## config.mk

```make
export PLATFORM = sky130hd
export DESIGN_NAME = pooling_2x2_param_flat
export DESIGN_NICKNAME = d
export VERILOG_FILES = /design/src/rtl/pooling_2x2_param_if.sv /design/src/rtl/pooling_2x2_param.sv /design/src/flat_wrapper.sv
export SDC_FILE = /design/constraint.sdc
export NUM_CORES = 2
export LEC_CHECK = 0
export BUFFER_PORTS_ARGS = -buffer_cell sky130_fd_sc_hd__buf_2
export CAP_MARGIN = 0
export CORE_UTILIZATION = 48
export CTS_CLUSTER_SIZE = 24
export DETAILED_ROUTE_END_ITERATION = 8
export HOLD_SLACK_MARGIN = 0.08
export PLACE_DENSITY = 0.68
export SYNTH_ARGS = -nofsm -noshare
export SYNTH_HDL_FRONTEND = slang
export SYNTH_SLANG_ARGS = --single-unit
```

## constraint.sdc

```tcl
create_clock -name clk -period 36.2 [get_ports clk]
set_input_delay 7.24 -clock clk [delete_from_list [all_inputs] [get_ports clk]]
set_output_delay 7.24 -clock clk [all_outputs]
set_load 0.05 [all_outputs]
```

## src/rtl/pooling_2x2_param_if.sv

```systemverilog
// Bus bundle for pooling_2x2_param.
//
// Groups the source-buffer read port, the four window input words, the frame
// control inputs and the result/save port into one interface.
//   slave  : the pooling block (drives read requests, results and done pulses)
//   master : the surrounding system (drives window data, frame start, mode, stall)
//
// Signals
//   input_data_even_even/_even_odd/_odd_even/_odd_odd : 2x2 window words, CH*DATA_W each
//   pixel_store_done       : one-cycle frame start pulse
//   pool_mode              : 0 = max, 1 = average
//   stall                  : hold request
//   read_pixel_signal      : read request to the source buffer
//   read_row_addr/_col_addr: output-grid coordinate of the window being read
//   save_enable            : output_data/output_row/output_col valid
//   output_row/output_col  : coordinate of output_data
//   output_data            : pooled word, CH*DATA_W
//   pipeline_calculation_done : pulse while saving output (0,1)
//   calculation_done       : pulse on the last save of the frame
interface pooling_2x2_param_if #(
  parameter int unsigned DATA_W = 16,
  parameter int unsigned CH     = 8,
  parameter int unsigned ADDR_W = 16
);
  localparam int unsigned WordW = CH * DATA_W;

  logic [WordW-1:0]  input_data_even_even;
  logic [WordW-1:0]  input_data_even_odd;
  logic [WordW-1:0]  input_data_odd_even;
  logic [WordW-1:0]  input_data_odd_odd;
  logic              pixel_store_done;
  logic              pool_mode;
  logic              stall;

  logic              read_pixel_signal;
  logic [ADDR_W-1:0] read_row_addr;
  logic [ADDR_W-1:0] read_col_addr;
  logic              save_enable;
  logic [ADDR_W-1:0] output_row;
  logic [ADDR_W-1:0] output_col;
  logic [WordW-1:0]  output_data;
  logic              pipeline_calculation_done;
  logic              calculation_done;

  modport slave (
    input  input_data_even_even,
    input  input_data_even_odd,
    input  input_data_odd_even,
    input  input_data_odd_odd,
    input  pixel_store_done,
    input  pool_mode,
    input  stall,
    output read_pixel_signal,
    output read_row_addr,
    output read_col_addr,
    output save_enable,
    output output_row,
    output output_col,
    output output_data,
    output pipeline_calculation_done,
    output calculation_done
  );

  modport master (
    output input_data_even_even,
    output input_data_even_odd,
    output input_data_odd_even,
    output input_data_odd_odd,
    output pixel_store_done,
    output pool_mode,
    output stall,
    input  read_pixel_signal,
    input  read_row_addr,
    input  read_col_addr,
    input  save_enable,
    input  output_row,
    input  output_col,
    input  output_data,
    input  pipeline_calculation_done,
    input  calculation_done
  );
endinterface

```

## src/rtl/pooling_2x2_param.sv

```systemverilog
// 2x2 max / average pooling engine over a MAP_DIM x MAP_DIM output map.
//
// A frame starts on pixel_store_done while idle. The block scans the output grid
// in raster order, issuing one window read per unstalled cycle. The source buffer
// returns the four window words one cycle after the read; they are registered and
// the pooled result is formed combinationally from those registers, so each save
// trails its read by two unstalled cycles. stall freezes the whole pipeline.
//
// Ports
//   clk  : clock, rising edge
//   rst  : asynchronous active-high reset
//   bus  : pooling_2x2_param_if.slave (window data in, frame control in,
//          read request / result / done pulses out)
module pooling_2x2_param #(
  parameter int unsigned DATA_W  = 16,
  parameter int unsigned CH      = 8,
  parameter int unsigned MAP_DIM = 8,
  parameter int unsigned ADDR_W  = 16
) (
  input logic                 clk,
  input logic                 rst,
  pooling_2x2_param_if.slave  bus
);

  localparam int unsigned WordW = CH * DATA_W;

  localparam logic [1:0] IDLE   = 2'd0;
  localparam logic [1:0] FILL   = 2'd1;
  localparam logic [1:0] ENABLE = 2'd2;

  localparam logic [ADDR_W-1:0] Last = ADDR_W'(MAP_DIM - 1);
  localparam logic [ADDR_W-1:0] One  = ADDR_W'(1);

  logic [1:0]        state_q, state_d;
  logic              fill_q, fill_d;
  logic              mode_q, mode_d;
  logic              rd_active_q, rd_active_d;
  logic [ADDR_W-1:0] rd_row_q, rd_row_d;
  logic [ADDR_W-1:0] rd_col_q, rd_col_d;
  logic [ADDR_W-1:0] out_row_q, out_row_d;
  logic [ADDR_W-1:0] out_col_q, out_col_d;
  logic [WordW-1:0]  ee_q, ee_d;
  logic [WordW-1:0]  eo_q, eo_d;
  logic [WordW-1:0]  oe_q, oe_d;
  logic [WordW-1:0]  oo_q, oo_d;

  logic              idle;
  logic              run;
  logic              save;
  logic              rd_last;
  logic              out_last;
  logic              frame_end;
  logic [WordW-1:0]  pooled;

  assign idle      = (state_q == IDLE);
  assign run       = !idle && !bus.stall;
  assign save      = (state_q == ENABLE) && !bus.stall;
  assign rd_last   = (rd_row_q == Last) && (rd_col_q == Last);
  assign out_last  = (out_row_q == Last) && (out_col_q == Last);
  assign frame_end = save && out_last;

  // Frame control
  always_comb begin
    state_d = state_q;
    fill_d  = fill_q;
    mode_d  = mode_q;
    case (state_q)
      IDLE: begin
        fill_d = 1'b0;
        if (bus.pixel_store_done) begin
          state_d = FILL;
          mode_d  = bus.pool_mode;
        end
      end
      FILL: begin
        // Two unstalled cycles: read issued, then data registered.
        if (!bus.stall) begin
          if (fill_q) begin
            state_d = ENABLE;
            fill_d  = 1'b0;
          end else begin
            fill_d = 1'b1;
          end
        end
      end
      ENABLE: begin
        if (frame_end) begin
          state_d = IDLE;
        end
      end
      default: begin
        state_d = IDLE;
        fill_d  = 1'b0;
      end
    endcase
  end

  // Read address scan; holds the final address once the whole map is issued.
  always_comb begin
    rd_row_d    = rd_row_q;
    rd_col_d    = rd_col_q;
    rd_active_d = rd_active_q;
    if (idle || frame_end) begin
      rd_row_d    = '0;
      rd_col_d    = '0;
      rd_active_d = idle && bus.pixel_store_done;
    end else if (run && rd_active_q) begin
      if (rd_last) begin
        rd_active_d = 1'b0;
      end else if (rd_col_q == Last) begin
        rd_col_d = '0;
        rd_row_d = rd_row_q + One;
      end else begin
        rd_col_d = rd_col_q + One;
      end
    end
  end

  // Output coordinate scan, one step per save.
  always_comb begin
    out_row_d = out_row_q;
    out_col_d = out_col_q;
    if (idle || frame_end) begin
      out_row_d = '0;
      out_col_d = '0;
    end else if (save) begin
      if (out_col_q == Last) begin
        out_col_d = '0;
        out_row_d = out_row_q + One;
      end else begin
        out_col_d = out_col_q + One;
      end
    end
  end

  // Window registers: cleared while idle, frozen while stalled.
  always_comb begin
    ee_d = ee_q;
    eo_d = eo_q;
    oe_d = oe_q;
    oo_d = oo_q;
    if (idle) begin
      ee_d = '0;
      eo_d = '0;
      oe_d = '0;
      oo_d = '0;
    end else if (!bus.stall) begin
      ee_d = bus.input_data_even_even;
      eo_d = bus.input_data_even_odd;
      oe_d = bus.input_data_odd_even;
      oo_d = bus.input_data_odd_odd;
    end
  end

  always_ff @(posedge clk or posedge rst) begin
    if (rst) begin
      state_q     <= IDLE;
      fill_q      <= 1'b0;
      mode_q      <= 1'b0;
      rd_active_q <= 1'b0;
      rd_row_q    <= '0;
      rd_col_q    <= '0;
      out_row_q   <= '0;
      out_col_q   <= '0;
      ee_q        <= '0;
      eo_q        <= '0;
      oe_q        <= '0;
      oo_q        <= '0;
    end else begin
      state_q     <= state_d;
      fill_q      <= fill_d;
      mode_q      <= mode_d;
      rd_active_q <= rd_active_d;
      rd_row_q    <= rd_row_d;
      rd_col_q    <= rd_col_d;
      out_row_q   <= out_row_d;
      out_col_q   <= out_col_d;
      ee_q        <= ee_d;
      eo_q        <= eo_d;
      oe_q        <= oe_d;
      oo_q        <= oo_d;
    end
  end

  // Per-channel pooling datapath
  for (genvar c = 0; c < CH; c++) begin : g_ch
    logic signed [DATA_W-1:0] s0, s1, s2, s3;
    logic signed [DATA_W-1:0] m01, m23, mx;
    logic signed [DATA_W+1:0] sum;
    logic signed [DATA_W+1:0] quarter;

    assign s0 = ee_q[c*DATA_W +: DATA_W];
    assign s1 = eo_q[c*DATA_W +: DATA_W];
    assign s2 = oe_q[c*DATA_W +: DATA_W];
    assign s3 = oo_q[c*DATA_W +: DATA_W];

    assign m01 = (s0 > s1) ? s0 : s1;
    assign m23 = (s2 > s3) ? s2 : s3;
    assign mx  = (m01 > m23) ? m01 : m23;

    // Two guard bits hold the sum of four samples exactly; the arithmetic shift
    // floors toward minus infinity and the quotient always fits DATA_W bits.
    assign sum = {{2{s0[DATA_W-1]}}, s0} + {{2{s1[DATA_W-1]}}, s1}
               + {{2{s2[DATA_W-1]}}, s2} + {{2{s3[DATA_W-1]}}, s3};
    assign quarter = sum >>> 2;

    assign pooled[c*DATA_W +: DATA_W] = mode_q ? quarter[DATA_W-1:0] : mx;
  end

  assign bus.read_pixel_signal         = run && rd_active_q;
  assign bus.read_row_addr             = rd_row_q;
  assign bus.read_col_addr             = rd_col_q;
  assign bus.save_enable               = save;
  assign bus.output_row                = out_row_q;
  assign bus.output_col                = out_col_q;
  assign bus.output_data               = idle ? '0 : pooled;
  assign bus.pipeline_calculation_done = save && (out_row_q == '0) && (out_col_q == One);
  assign bus.calculation_done          = frame_end;

endmodule
```

## src/flat_wrapper.sv

```systemverilog
// flat-port wrapper written by rule: the top's interface ports become plain ports
module pooling_2x2_param_flat 
#(
  parameter int unsigned DATA_W  = 16,
  parameter int unsigned CH      = 8,
  parameter int unsigned MAP_DIM = 8,
  parameter int unsigned ADDR_W  = 16
)
  (clk, rst, bus_input_data_even_even, bus_input_data_even_odd, bus_input_data_odd_even, bus_input_data_odd_odd, bus_pixel_store_done, bus_pool_mode, bus_stall, bus_read_pixel_signal, bus_read_row_addr, bus_read_col_addr, bus_save_enable, bus_output_row, bus_output_col, bus_output_data, bus_pipeline_calculation_done, bus_calculation_done);
  pooling_2x2_param_if #(.DATA_W(DATA_W), .CH(CH), .ADDR_W(ADDR_W)) bus_i ();
  input logic clk;
  input logic rst;
  input wire logic [$bits(bus_i.input_data_even_even)-1:0] bus_input_data_even_even;
  input wire logic [$bits(bus_i.input_data_even_odd)-1:0] bus_input_data_even_odd;
  input wire logic [$bits(bus_i.input_data_odd_even)-1:0] bus_input_data_odd_even;
  input wire logic [$bits(bus_i.input_data_odd_odd)-1:0] bus_input_data_odd_odd;
  input wire logic [$bits(bus_i.pixel_store_done)-1:0] bus_pixel_store_done;
  input wire logic [$bits(bus_i.pool_mode)-1:0] bus_pool_mode;
  input wire logic [$bits(bus_i.stall)-1:0] bus_stall;
  output wire logic [$bits(bus_i.read_pixel_signal)-1:0] bus_read_pixel_signal;
  output wire logic [$bits(bus_i.read_row_addr)-1:0] bus_read_row_addr;
  output wire logic [$bits(bus_i.read_col_addr)-1:0] bus_read_col_addr;
  output wire logic [$bits(bus_i.save_enable)-1:0] bus_save_enable;
  output wire logic [$bits(bus_i.output_row)-1:0] bus_output_row;
  output wire logic [$bits(bus_i.output_col)-1:0] bus_output_col;
  output wire logic [$bits(bus_i.output_data)-1:0] bus_output_data;
  output wire logic [$bits(bus_i.pipeline_calculation_done)-1:0] bus_pipeline_calculation_done;
  output wire logic [$bits(bus_i.calculation_done)-1:0] bus_calculation_done;
  assign bus_i.input_data_even_even = bus_input_data_even_even;
  assign bus_i.input_data_even_odd = bus_input_data_even_odd;
  assign bus_i.input_data_odd_even = bus_input_data_odd_even;
  assign bus_i.input_data_odd_odd = bus_input_data_odd_odd;
  assign bus_i.pixel_store_done = bus_pixel_store_done;
  assign bus_i.pool_mode = bus_pool_mode;
  assign bus_i.stall = bus_stall;
  assign bus_read_pixel_signal = bus_i.read_pixel_signal;
  assign bus_read_row_addr = bus_i.read_row_addr;
  assign bus_read_col_addr = bus_i.read_col_addr;
  assign bus_save_enable = bus_i.save_enable;
  assign bus_output_row = bus_i.output_row;
  assign bus_output_col = bus_i.output_col;
  assign bus_output_data = bus_i.output_data;
  assign bus_pipeline_calculation_done = bus_i.pipeline_calculation_done;
  assign bus_calculation_done = bus_i.calculation_done;
  pooling_2x2_param #(.DATA_W(DATA_W), .CH(CH), .MAP_DIM(MAP_DIM), .ADDR_W(ADDR_W)) u_core (.clk(clk), .rst(rst), .bus(bus_i));
endmodule
```

* Yosys cells after proc, flatten, opt, wreduce, memory -nomap -nowiden
Index checks and enable logic that the tools add are counted.
** Cells by class
- Add/subtract/negate cells :: 28
- $lt $le $gt $ge :: 24
- Equal/unequal tests :: 13
- Muxes and demuxes :: 66
- Bitwise gates (word level) :: 1
- Reductions and logical operators :: 26
** Operators by type and width (count)
- $mux 128 :: 9
- $mux 16 :: 46
- $gt 16x16->1 :: 24
- $add 18x18->18 :: 16
- $add 16x16->17 :: 8
- $add 16x1->16 const B :: 4
- $eq 16x3->1 const B :: 4
- $eq 16x1->1 const B :: 1
- $logic_not 16->1 :: 1
- $reduce_and 2->1 :: 5
- $reduce_bool 2->1 :: 5
- $logic_and 1x1->1 :: 9
- $mux 2 :: 4
- $ne 2x1->1 const B :: 3
- $ne 2x2->1 const B :: 3
- $pmux 2 s3 :: 1
- $mux 1 :: 5
- $reduce_and 4->1 :: 1
- $reduce_and 3->1 :: 1
- $eq 2x1->1 const B :: 1
- $eq 2x2->1 const B :: 1
- $logic_not 1->1 :: 2
- $logic_not 2->1 :: 1
- $pmux 1 s2 :: 1
- 2 further kinds :: 2
** Storage, ports and cells
- Register bits :: 581
- Input bits :: 517
- Output and inout bits :: 196
- Word-level logic and storage cells :: 170

* Logic depth before layout (Yosys ltp)
- Depth after elaboration :: 6
- Gate-level depth with buffers :: 24
- Depth with buffers taken out :: 21

* Least setup slack after synthesis
No wires, ideal clock.
- Path kind :: input port to output port
- Start point :: input port bus_stall
- End point :: output port bus_calculation_done
- Arrival time :: 9.351 ns
- Required time :: 28.960 ns
- Path slack :: 19.609 ns
- Cell stages on the path :: 5
- Path buffers :: 2
- Cell sequence :: clkbuf_1 or2_1 buf_2 or3_1 nor3_1
** Between the ends
- Longest elaborated chain between the ends :: 3
** RTL lines
- start: declaration :: line flat_wrapper.sv:19 : input wire logic [$bits(bus_i.stall)-1:0] bus_stall;
- $logic_not 1->1 :: line pooling_2x2_param.sv:57 : assign save = (state_q == ENABLE) && !bus.stall;
- $logic_and 1x1->1 :: line pooling_2x2_param.sv:57
- $logic_and 1x1->1 :: line pooling_2x2_param.sv:60 : assign frame_end = save && out_last;
- end: declaration :: line flat_wrapper.sv:28 : output wire logic [$bits(bus_i.calculation_done)-1:0] bus_calculation_done;
No other way between the ends.

* Final worst setup path
Same ends and word-level chain as after synthesis.

==> results_dict.tcl <==
set metrics [dict create \
    cts.clk_slew.worst_paths_ns 0.06 \
    gp_congestion 0.9761 \
    async_reset_ff_share_pct 100.0 \
    hold_depth 2 \
    status "complete, no violations" \
    cts.sinks 581 \
    final_cells 8372 \
    synth.distinct_cells 89 \
    final_common_cell "inv_1" \
    period_share_pct 45.29 \
    start_kind "primary input" \
    grt_start_max_net_pins 145 \
    fillers 10310 \
    dieArea_sq_um 113700 \
    finalWorstSetupSlack_ns 19.81 \
    seq_area_frac_synth_pct 26.95 \
    synth.avg_cell_area_sq_um 8.727 \
    antenna_left 0 \
    drt_iter0_markers 2992 \
    wl_per_cell_um 20.58 \
    timing.slew.headroom_pct 19.68 \
    r2r_slack_ns 33.08 \
    critical_path_class "primary input to output pin" \
    grt_pass1_vias 45890 \
    numCtsBuffers 72 \
    max_cap_violations 0 \
    synth_ff_type "dfrtp_1" \
    die_x_um 337.2 \
    synth_edf_count 0 \
    grt_use_total_pct 29.65 \
    fmax_ghz 0.06100 \
    portBuffers 712 \
    fp.coreArea_sq_um 111000 \
    synth_cells 6181 \
    drc_errors 0 \
    hold_buffers 0 \
    ioPinCount 713 \
    grt_pass1_wl_um 261500 \
    mostFrequentLayoutCells "inv_1 (813), nor2_1 (803), buf_2 (711)" \
    post-cts-setup-buffers 0 \
    start_util_pct 48.61 \
    r2r_end "u_core.ee_q[91]$_DFFE_PP0P_" \
    min_to "u_core.oo_q[107]$_DFFE_PP0P_" \
    antenna_found_initial 83 \
    synth_area_sq_um 53940 \
    slew_viol_final 0 \
    drt_wl_total_um 172300 \
    path_cells "buf_8 > or2_1 > or3_1 > nor3_1 > buf_2" \
    post_cts_resized 0 \
    crit_arrival_ns 9.15 \
    drive_gt1_share_pct 14.87 \
    clockBufferDepth 3 \
    setup_viol 0 \
    hold_viol 0 \
    cts_tree "built" \
    min_from "u_core.oo_q[107]$_DFFE_PP0P_" \
    ys_warn_count 0 \
    synth_nets 7488 \
    ys_ff_latch 581 \
    cp_max_fo 83 \
    vias 47010 \
    cp_slowest_cell "or3_1" \
    post-place-cells 8199 \
    critPathCaptureType "output pin" \
    cts_root_buf "clkbuf_16" \
    layout_min_cycle_time_ns 16.39 \
    fin_nets 8092 \
    grt.overflow.total 0 \
    rows 122 \
    area_growth_pct 13.79 \
    h-tree-depth 3 \
    hold_path.class "register to register" \
    r2r-start "u_core.state_q[1]$_DFFE_PP0P_" \
    place_hpwl_um 137200 \
    clock_skew_ns 0.03232 \
    ff2ff_path_depth 6 \
    dr.pass1.iters 6 \
    worstMarginPinSlew_ns 1.201 \
    required_ns 28.96 \
    vias_per_cell 5.615 \
    die_h_um 337.2 \
    clock_latency_ns 0.66 \
    rsz0062_at_grt "no" \
    dp_worst_setup_slack_ns 19.77 \
    fin_tns_setup_ns 0 \
    max_stage_delay_ns 0.48 \
]
## routing by layer
layer / GRT usage (%) / vias to the layer above / part of all wire (%)
li1: - / 22610 / -
met1: 36.74 / 22530 / 41
met2: 49.47 / 1427 / 47
met3: 6.562 / 377 / 7.1
met4: 12.67 / 64 / 4.2
met5: 0 / - / 0.23
## cells by family after synthesis
group | Yosys count | share of synthesized area (%)
and+or+nand+nor | 1633 | 13.88
buffers and inverters | 1039 | 7.357
muxes | 696 | 13.12
DFF | 581 | 26.95
AOI/OAI and AO/OA | 1205 | 14.51
adders and majority gates | 790 | 20.33
xor gates and xnor gates | 237 | 3.848
## through the flow
stage	util (%)	hold slack, ns	cell area, sq um
2_1_floorplan	-	0.4892	53940
3_3_place_gp	53.04	0.5070	58860
3_5_place_dp	53.04	0.5137	58860
4_1_cts	55.21	0.5286	61270
5_1_grt	55.27	0.5525	61340
6_report	55.31	0.5232	61380
## state kept, by name, indices dropped and copies added, names as in the netlist
register and flops:
u_core.ee_q 128, u_core.eo_q 128, u_core.oe_q 128, u_core.oo_q 128
u_core.bus.output_col 16, u_core.bus.output_row 16, u_core.bus.read_col_addr 16, u_core.bus.read_row_addr 16
u_core.state_q 2, u_core.fill_q 1, u_core.mode_q 1, u_core.rd_active_q 1
## worst max-delay path: cells and delay by family
family	cells	cell delay [ns]
and+or+nand+nor	3	1.28
buffers and inverters	2	0.62
## worst max-delay path by stage
stage               from                              endpoint  slack [ns]
2_1_floorplan        rst  u_core.bus.output_col[0]$_DFFE_PP0P_       12.70
3_3_place_gp   bus_stall                  bus_calculation_done       19.81
3_5_place_dp   bus_stall                  bus_calculation_done       19.77
4_1_cts        bus_stall                  bus_calculation_done       19.77
5_1_grt        bus_stall                  bus_calculation_done       19.70
6_report       bus_stall                  bus_calculation_done       19.81
## synth_stat cells, drive strengths merged, types with 15 or more instances
cell type	count	share of area, %
buf	62	0.56
o21a	39	0.54
o22ai	37	0.43
a31o	23	0.37
a211oi	45	0.65
o21bai	51	0.71
a31oi	33	0.39
o211ai	48	0.68
and3	34	0.39
a211o	15	0.24
nand3	90	0.84
or3	27	0.31
nor2b	52	0.60
and2	29	0.34
o21ai	170	1.6
a21oi	424	3.9
o221ai	51	0.83
nor4	31	0.36
a21o	115	1.6
dfrtp	581	27
mux2	87	1.8
nor3b	16	0.22
fa	144	5.3
nor3	107	1.0
nor2	806	5.6
a221oi	17	0.28
xnor2	152	2.5
inv	814	5.7
o31ai	25	0.35
clkbuf	163	1.1
nand4	79	0.92
mux2i	609	11
nand2b	56	0.65
ha	646	15
nand2	244	1.7
xor2	85	1.4
## area by class of cell
class                   count  area, sq um  share of cell area [%]
clock inverters            30        350.3                  0.5707
clock buffers              99         2064                   3.363
repair buffers            755         3921                   6.388
diodes                     44        110.1                  0.1794
inverters                 814         3063                   4.990
multi-input cells        4561        35470                   57.79
well taps                1488         1862                   3.033
flip-flops and latches    581        14540                   23.69
Power is left out: the tool's default activity adds up to more than one toggle a clock period on the data nets, which glitch-free logic cannot reach.
